[config.mk]
export PLATFORM = sky130hd
export DESIGN_NAME = pipe_stage_reg_flat
export DESIGN_NICKNAME = d
export VERILOG_FILES = /design/src/rtl/pipe_pkg.sv /design/src/rtl/pipe_stage_reg_if.sv /design/src/rtl/pipe_stage_reg.sv /design/src/flat_wrapper.sv
export SDC_FILE = /design/constraint.sdc
export NUM_CORES = 1
export LEC_CHECK = 0
export ABC_AREA = 1
export CORE_UTILIZATION = 38
export DETAILED_ROUTE_END_ITERATION = 10
export GPL_ROUTABILITY_DRIVEN = 0
export GPL_TIMING_DRIVEN = 1
export PLACE_DENSITY = 0.64
export SKIP_LAST_GASP = 1
export SLEW_MARGIN = 20
export SYNTH_ARGS = -nofsm -noshare
export SYNTH_HDL_FRONTEND = slang
export SYNTH_SLANG_ARGS = --single-unit
[constraint.sdc]
create_clock -name clk_i -period 2 [get_ports clk_i]
set_input_delay 0.4 -clock clk_i [delete_from_list [all_inputs] [get_ports clk_i]]
set_output_delay 0.4 -clock clk_i [all_outputs]
set_load 0.02 [all_outputs]
[src/rtl/pipe_pkg.sv]
// Shared types and constants for the pipeline stage register.
package pipe_pkg;

  typedef enum logic [1:0] {
    ST_EMPTY = 2'd0,
    ST_FULL  = 2'd1,
    ST_SKID  = 2'd2
  } state_e;

  // Bit positions of the classic control fields inside the ctrl vector.
  localparam int CTRL_REGWRITE = 0;
  localparam int CTRL_MEM2REG  = 1;
  localparam int CTRL_MEMWRITE = 2;
  localparam int CTRL_MEMREAD  = 3;
  localparam int CTRL_BRZERO   = 4;

  // Default widths for an ID/EX-sized boundary.
  localparam int DATA_W_DEF = 64;
  localparam int CTRL_W_DEF = 8;
  localparam int CNT_W_DEF  = 16;

endpackage

[src/rtl/pipe_stage_reg_if.sv]
// One valid/ready channel carrying a data and a control payload.
interface pipe_stage_reg_if #(
  parameter int DATA_W = 64,
  parameter int CTRL_W = 8
);
  logic              valid;
  logic              ready;
  logic [DATA_W-1:0] data;
  logic [CTRL_W-1:0] ctrl;

  // Producer side of the channel.
  modport master (output valid, output data, output ctrl, input ready);
  // Consumer side of the channel.
  modport slave  (input valid, input data, input ctrl, output ready);
endinterface

[src/rtl/pipe_stage_reg.sv]
// Pipeline stage register with valid/ready, flush-to-bubble, optional
// two-entry skid buffer and a saturating stall counter.
module pipe_stage_reg
  import pipe_pkg::*;
#(
  parameter int DATA_W = DATA_W_DEF,
  parameter int CTRL_W = CTRL_W_DEF,
  parameter bit SKID   = 1'b1,
  parameter int CNT_W  = CNT_W_DEF
) (
  input  logic             clk_i,
  input  logic             rst_ni,
  input  logic             flush_i,
  pipe_stage_reg_if.slave  in_if,
  pipe_stage_reg_if.master out_if,
  output logic [CNT_W-1:0] stall_cnt_o
);

  state_e            state_q, state_d;
  logic [DATA_W-1:0] main_data_q, main_data_d;
  logic [CTRL_W-1:0] main_ctrl_q, main_ctrl_d;
  logic [DATA_W-1:0] skid_data_q;
  logic [CTRL_W-1:0] skid_ctrl_q;
  logic [CNT_W-1:0]  stall_cnt_q;
  logic              in_ready;
  logic              out_valid;
  logic              in_fire;
  logic              out_fire;

  assign out_valid = (state_q != ST_EMPTY);
  assign in_fire   = in_if.valid & in_ready;
  assign out_fire  = out_valid & out_if.ready;

  // Next state and main-entry load; flush wins over any transfer.
  always_comb begin
    state_d     = state_q;
    main_data_d = main_data_q;
    main_ctrl_d = main_ctrl_q;
    case (state_q)
      ST_EMPTY: begin
        if (in_fire) begin
          state_d     = ST_FULL;
          main_data_d = in_if.data;
          main_ctrl_d = in_if.ctrl;
        end
      end
      ST_FULL: begin
        if (in_fire && out_fire) begin
          main_data_d = in_if.data;
          main_ctrl_d = in_if.ctrl;
        end else if (in_fire) begin
          state_d = ST_SKID;
        end else if (out_fire) begin
          state_d = ST_EMPTY;
        end
      end
      ST_SKID: begin
        if (out_fire) begin
          state_d     = ST_FULL;
          main_data_d = skid_data_q;
          main_ctrl_d = skid_ctrl_q;
        end
      end
      default: state_d = ST_EMPTY;
    endcase
    if (flush_i) begin
      state_d     = ST_EMPTY;
      main_data_d = main_data_q;
    end
    // Bubbles carry zero control so downstream enables stay quiet.
    if (state_d == ST_EMPTY) main_ctrl_d = '0;
  end

  // Main entry and state registers.
  always_ff @(posedge clk_i or negedge rst_ni) begin
    if (!rst_ni) begin
      state_q     <= ST_EMPTY;
      main_data_q <= '0;
      main_ctrl_q <= '0;
    end else begin
      state_q     <= state_d;
      main_data_q <= main_data_d;
      main_ctrl_q <= main_ctrl_d;
    end
  end

  generate
    if (SKID) begin : g_skid
      logic in_rdy_q;
      logic skid_load;

      // Capture into skid when main is held and a new input arrives.
      assign skid_load = (state_q == ST_FULL) & in_fire & ~out_fire & ~flush_i;

      // Skid entry plus registered ready, so ready never sees out_ready.
      always_ff @(posedge clk_i or negedge rst_ni) begin
        if (!rst_ni) begin
          in_rdy_q    <= 1'b1;
          skid_data_q <= '0;
          skid_ctrl_q <= '0;
        end else begin
          in_rdy_q <= (state_d != ST_SKID);
          if (skid_load) begin
            skid_data_q <= in_if.data;
            skid_ctrl_q <= in_if.ctrl;
          end
        end
      end

      assign in_ready = in_rdy_q;
    end else begin : g_noskid
      assign skid_data_q = '0;
      assign skid_ctrl_q = '0;
      assign in_ready    = ~out_valid | out_if.ready;
    end
  endgenerate

  // Saturating count of cycles where output is held back; flush keeps it.
  always_ff @(posedge clk_i or negedge rst_ni) begin
    if (!rst_ni) begin
      stall_cnt_q <= '0;
    end else if (out_valid && !out_if.ready && !(&stall_cnt_q)) begin
      stall_cnt_q <= stall_cnt_q + CNT_W'(1);
    end
  end

  assign in_if.ready  = in_ready;
  assign out_if.valid = out_valid;
  assign out_if.data  = main_data_q;
  assign out_if.ctrl  = main_ctrl_q;
  assign stall_cnt_o  = stall_cnt_q;

endmodule

[src/flat_wrapper.sv]
// flat-port wrapper written by rule: the top's interface ports become plain ports
module pipe_stage_reg_flat import pipe_pkg::*;
#(
  parameter int DATA_W = DATA_W_DEF,
  parameter int CTRL_W = CTRL_W_DEF,
  parameter bit SKID   = 1'b1,
  parameter int CNT_W  = CNT_W_DEF
)
  (clk_i, rst_ni, flush_i, stall_cnt_o, in_if_valid, in_if_data, in_if_ctrl, in_if_ready, out_if_valid, out_if_data, out_if_ctrl, out_if_ready);
  pipe_stage_reg_if #(.DATA_W(DATA_W), .CTRL_W(CTRL_W)) in_if_i ();
  pipe_stage_reg_if #(.DATA_W(DATA_W), .CTRL_W(CTRL_W)) out_if_i ();
  input  logic clk_i;
  input  logic rst_ni;
  input  logic flush_i;
  output logic [CNT_W-1:0] stall_cnt_o;
  input wire logic [$bits(in_if_i.valid)-1:0] in_if_valid;
  input wire logic [$bits(in_if_i.data)-1:0] in_if_data;
  input wire logic [$bits(in_if_i.ctrl)-1:0] in_if_ctrl;
  output wire logic [$bits(in_if_i.ready)-1:0] in_if_ready;
  output wire logic [$bits(out_if_i.valid)-1:0] out_if_valid;
  output wire logic [$bits(out_if_i.data)-1:0] out_if_data;
  output wire logic [$bits(out_if_i.ctrl)-1:0] out_if_ctrl;
  input wire logic [$bits(out_if_i.ready)-1:0] out_if_ready;
  assign in_if_i.valid = in_if_valid;
  assign in_if_i.data = in_if_data;
  assign in_if_i.ctrl = in_if_ctrl;
  assign in_if_ready = in_if_i.ready;
  assign out_if_valid = out_if_i.valid;
  assign out_if_data = out_if_i.data;
  assign out_if_ctrl = out_if_i.ctrl;
  assign out_if_i.ready = out_if_ready;
  pipe_stage_reg #(.DATA_W(DATA_W), .CTRL_W(CTRL_W), .SKID(SKID), .CNT_W(CNT_W)) u_core (.clk_i(clk_i), .rst_ni(rst_ni), .flush_i(flush_i), .in_if(in_if_i), .out_if(out_if_i), .stall_cnt_o(stall_cnt_o));
endmodule
## Yosys cells after proc, flatten, opt, wreduce, memory -nomap -nowiden

Cells that the tools add are included.

- Output and inout port bits: 90
- Bits in writable memories: 0
- Memories: 0
- Bits in read-only memories: 0
- Register bits after elaboration: 163
- Bits in latches: 0
- Input bits: 77

- Muxes and demuxes: 16
- Shift operators: 0
- Equality and inequality tests: 9
- Order comparisons: 0
- Bitwise logic cells: 7
- Div/mod/pow operators: 0
- $mul: 0
- $add $sub $neg: 1
- Reduce and logical (&&, ||, !) cells: 13

Operator list:

| operator | number |
|---|---|
| 64-bit 2-to-1 mux | 3 |
| 64-bit one-hot mux with 3 select lines | 1 |
| 8-bit 2-to-1 mux | 4 |
| 8-bit one-hot mux with 3 select lines | 1 |
| 16-bit by 1-bit adder with 16-bit output (second input constant) | 1 |
| 16-bit AND reduction | 1 |
| 2-bit 2-to-1 mux | 6 |
| 3-bit by 1-bit != test with 1-bit output (second input constant) | 3 |
| 2-bit by 1-bit != test with 1-bit output (second input constant) | 3 |
| 2-bit one-hot mux with 3 select lines | 1 |
| 1-bit AND | 5 |
| 5-bit AND reduction | 1 |
| 2-bit logical NOT | 2 |
| 4-bit AND reduction | 1 |
| 4-bit nonzero test | 1 |
| 1-bit logical AND | 3 |
| 3-bit nonzero test | 1 |
| 2-bit by 1-bit equality test with 1-bit output (second input constant) | 1 |
| 2-bit equality test (second input constant) | 1 |
| 1-bit logical NOT | 2 |
| 2-bit != test (second input constant) | 1 |
| 1-bit NOT | 2 |
| 2-bit nonzero test | 1 |

## Logic depth before layout (Yosys ltp)

- Depth in word-level cells: 10
- Depth in mapped cells: 10
- Mapped depth without buffers: 9

## Worst setup path after synthesis

No wires, ideal clock.

- Kind: register -> register
- From: register u_core.stall_cnt_q[1], in the netlist u_core.stall_cnt_o[1]
- To: register u_core.stall_cnt_q[10], in the netlist u_core.stall_cnt_o[10]
- Setup time: 117 ps
- Arrival time: 1505 ps
- Required time: 1883 ps
- Setup slack: 377 ps
- Stages on the path, launching flop included: 10
- Period minus slack after synthesis: 1623 ps
- Path through: dfrtp_1 -> ha_1 -> nand3_2 -> inv_1 -> nand3_1 -> nand2_2 -> nand2_4 -> buf_6 -> nand2_1 -> nand2_1

- Longest elaborated chain between the ends: 3

RTL lines:

| element | line | RTL |
|---|---|---|
| start, declared | pipe_stage_reg.sv:24 | `logic [CNT_W-1:0] stall_cnt_q;` |
| start signal, assigned | pipe_stage_reg.sv:123 | `stall_cnt_q <= stall_cnt_q + CNT_W'(1);` |
| branches (longest 3 deep; another with 16-bit by 1-bit adder with 16-bit output) | -- |  |

Parallel ways; which one is timed is not known.
A chain may end at the register's enable or synchronous reset.

## Worst setup path in the final report

- From: register u_core.g_skid.in_rdy_q, in the netlist u_core.in_if.ready
- To: output port in_if_ready

RTL lines:

| element | line | RTL |
|---|---|---|
| start, declared | pipe_stage_reg.sv:89 | `logic in_rdy_q;` |
| start signal, assigned | pipe_stage_reg.sv:102 | `in_rdy_q <= (state_d != ST_SKID);` |
| end, declared | flat_wrapper.sv:19 | `output wire logic [$bits(in_if_i.ready)-1:0] in_if_ready;` |

No word-level cell between the ends.

==> results.json <==
{
  "status": "finished, final reports clean",
  "crit_path_top_delay_cell": "clkdlybuf4s50_1",
  "cap_violations": 0,
  "gr-total-overflow": 0,
  "cts_max_path_buffers": 2,
  "syn_area_per_cell_um2": 8.021,
  "start_kind": "flop",
  "post-route-period-util_pct": 96.50,
  "cts-root-buf": "clkbuf_16",
  "worstPathMaxFanout": 2,
  "finalPower_uw": 10830,
  "cts_buffers": 17,
  "ys_ff_latch": 163,
  "path_class": "reg -> out",
  "dp_hpwl_mm": 11.74,
  "ir_drop_v": 0.0005945,
  "internal_power_uw": 7437,
  "swShare_pct": 31.32,
  "comb_power_share_pct": 25.9,
  "syn-cell-area_um2": 7347,
  "grt_first_pass_wirelength_mm": 28.80,
  "slew_violations": 0,
  "diodes": 0,
  "drt_iter0_markers": 370,
  "setup_viol": 0,
  "post-route-min-period_ps": 1930,
  "fillers": 1781,
  "layout.nets": 1152,
  "pwr-share-clk_pct": 31.5,
  "power_leakage_uw": 0.005040,
  "fin_tns_setup_ps": 0,
  "antenna_found_initial": 1,
  "p_switching_uw": 3392,
  "routed_wirelength_mm": 17.36,
  "htreeDepth": 4,
  "drtAntennaViolNets": 0,
  "clkTransAtPathRegs_ps": 60,
  "arrival_ps": 1530,
  "worstSetupEndpointType": "primary output",
  "power_density_nw_per_um2": 1082,
  "gr-usage-all-layers_pct": 18.32,
  "wl_per_cell_um": 12.89,
  "syn-num-nets": 994,
  "rows": 50,
  "drive_above_1_share_pct": 6.164,
  "grt_pass1_vias": 5814,
  "vias": 6127,
  "skew_ps": 15.29,
  "rsz0062_at_grt": "false",
  "max_freq_ghz": 0.5181,
  "critPathTopFamily": "buffers and inverters",
  "yosysWarnings": 0,
  "worstPathRequired_ps": 1600,
  "ioPinCount": 167,
  "p_seq_share_pct": 42.6,
  "synthCells": 916,
  "cts_tree": "done",
  "drt-pass1-iter-count": 6,
  "die_w_um": 141.0,
  "grt_max_degree": 59,
  "worstSkewPairLatency_ps": 420,
  "ys_types": 27,
  "io_buffers": 166,
  "ys_seq_area_share_pct": 55.53,
  "synthToLayoutAreaGrowth_pct": 36.19,
  "max_stage_delay_ps": 590,
  "hp-class": "in -> async",
  "worst_pin_slew_ps": 477.4,
  "slew_headroom_pct": 68.17,
  "crit_chain": "clkdlybuf4s50_1",
  "vias_per_cell": 4.549,
  "path_buf_inv": 1,
  "core-area_um2": 18830,
  "die_h_um": 141.0,
  "hold_viol": 0,
  "drc": 0,
  "start_util_pct": 39.02,
  "cts_sinks": 163,
  "die_area_um2": 19890
}
==> final timing paths <==
kind                       cells after the start  slack (ps)                    from                     end
hold reg to reg                                2         480  u_core.out_if.data[42]  u_core.out_if.data[42]
min in group clk_i                             2         480  u_core.out_if.data[42]  u_core.out_if.data[42]
setup reg to reg                               8         350   u_core.stall_cnt_o[0]   u_core.stall_cnt_o[7]
max in group asynchronous                      3         850                  rst_ni      u_core.in_if.ready
hold / removal                                 2         480                  rst_ni  u_core.out_if.data[49]
setup / recovery                               1          70      u_core.in_if.ready             in_if_ready
==> synthesized netlist by cell type (all sizes together) <==
cell,instances,area [µm²]
dfstp,1,26.28
nor3,1,5.000
inv,98,367.9
o21ai,148,748.2
nand3,23,120.1
clkbuf,14,52.55
xnor2,1,8.760
ha,1,12.51
nor2,64,245.2
a21oi,39,195.2
nand2,321,1225
dfrtp,162,4054
nand4,3,25.02
buf,32,180.2
nand3b,1,20.02
xor2,7,61.31
==> flip-flops by register name, summed over array words and instances, names as in the netlist <==
register and flops:
u_core.out_if.data 64, u_core.skid_data_q 64, u_core.stall_cnt_o 16, u_core.out_if.ctrl 8, u_core.skid_ctrl_q 8, u_core.state_q 2
u_core.in_if.ready 1
==> final cells by class <==
cell class                      instances  area (µm²)  area share (%)
Tap cell                              260       325.3           3.251
Sequential cell                       163        4080           40.78
Inverter                               98       367.9           3.676
Timing Repair Buffer                  185        1934           19.33
Clock inverter                         15       192.7           1.926
Clock buffer                           17       425.4           4.252
Multi-Input combinational cell        609        2680           26.79
==> layer usage <==
| metal | part of all wire [%] | track usage [%] |
|---|---|---|
| met5 | 0 | 0 |
| met4 | 1.5 | 6.350 |
| met3 | 3.9 | 3.906 |
| met2 | 47 | 29.38 |
| met1 | 48 | 24.58 |
==> layout by cell type (no fill, tap or decap), types with 2 or more instances in the layout <==
master / count
o21ai_2: 2
clkinv_2: 2
clkbuf_16: 17
nand2_1: 315
clkinv_4: 2
o21ai_0: 131
buf_4: 8
nor2_2: 2
xor2_1: 7
o21ai_1: 15
nand2_2: 4
nand2_4: 2
buf_12: 10
a21oi_1: 39
clkdlybuf4s50_1: 163
bufinv_16: 3
nand4_1: 2
inv_8: 3
dfrtp_1: 162
inv_1: 96
inv_6: 3
clkinvlp_4: 2
inv_2: 2
nand3_1: 22
nor2_1: 62
==> cell families (layout without fill, tap and decap cells) <==
group	Yosys count	after routing	share of synthesized area [%]
AO/OA/AOI/OAI	187	187	12.84
flip-flops	163	163	55.53
XOR/XNOR	8	8	0.9537
adder cells (fa/ha/maj)	1	1	0.1703
AND/OR/NAND/NOR	413	413	22.33
buffers and inverters	144	315	8.175
==> power by group through the flow <==
stage               logic, µW  registers (µW)  clock network (µW)
finish                   2810            4610                3410
global route             3110            4720                3640
CTS                      2860            4620                3500
detailed placement       2850            4650                   0
global placement         2780            4650                   0
floorplan                1070            5040                   0
==> metrics by stage <==
step           setup slack (ps)  utilization, %  instances  area [µm²]  hold WS, ps
2_1_floorplan             377.5               -        916        7347        104.4
3_3_place_gp              65.53           49.79       1314        9376        375.4
3_5_place_dp              18.42           49.79       1314        9376        365.3
4_1_cts                   28.86           53.12       1347       10000        483.5
5_1_grt                   8.381           53.14       1347       10010        498.3
6_report                  70.03           53.14       1347       10010        476.9
==> repair_timing <==
action,4_1_cts,5_1_grt
gates resized for setup,1,1
setup endpoints to repair,1,1
hold endpoints to repair,40,0
buffers inserted,0,0
hold buffers,1,0
No activity file was read; power rests on OpenSTA's default activity.
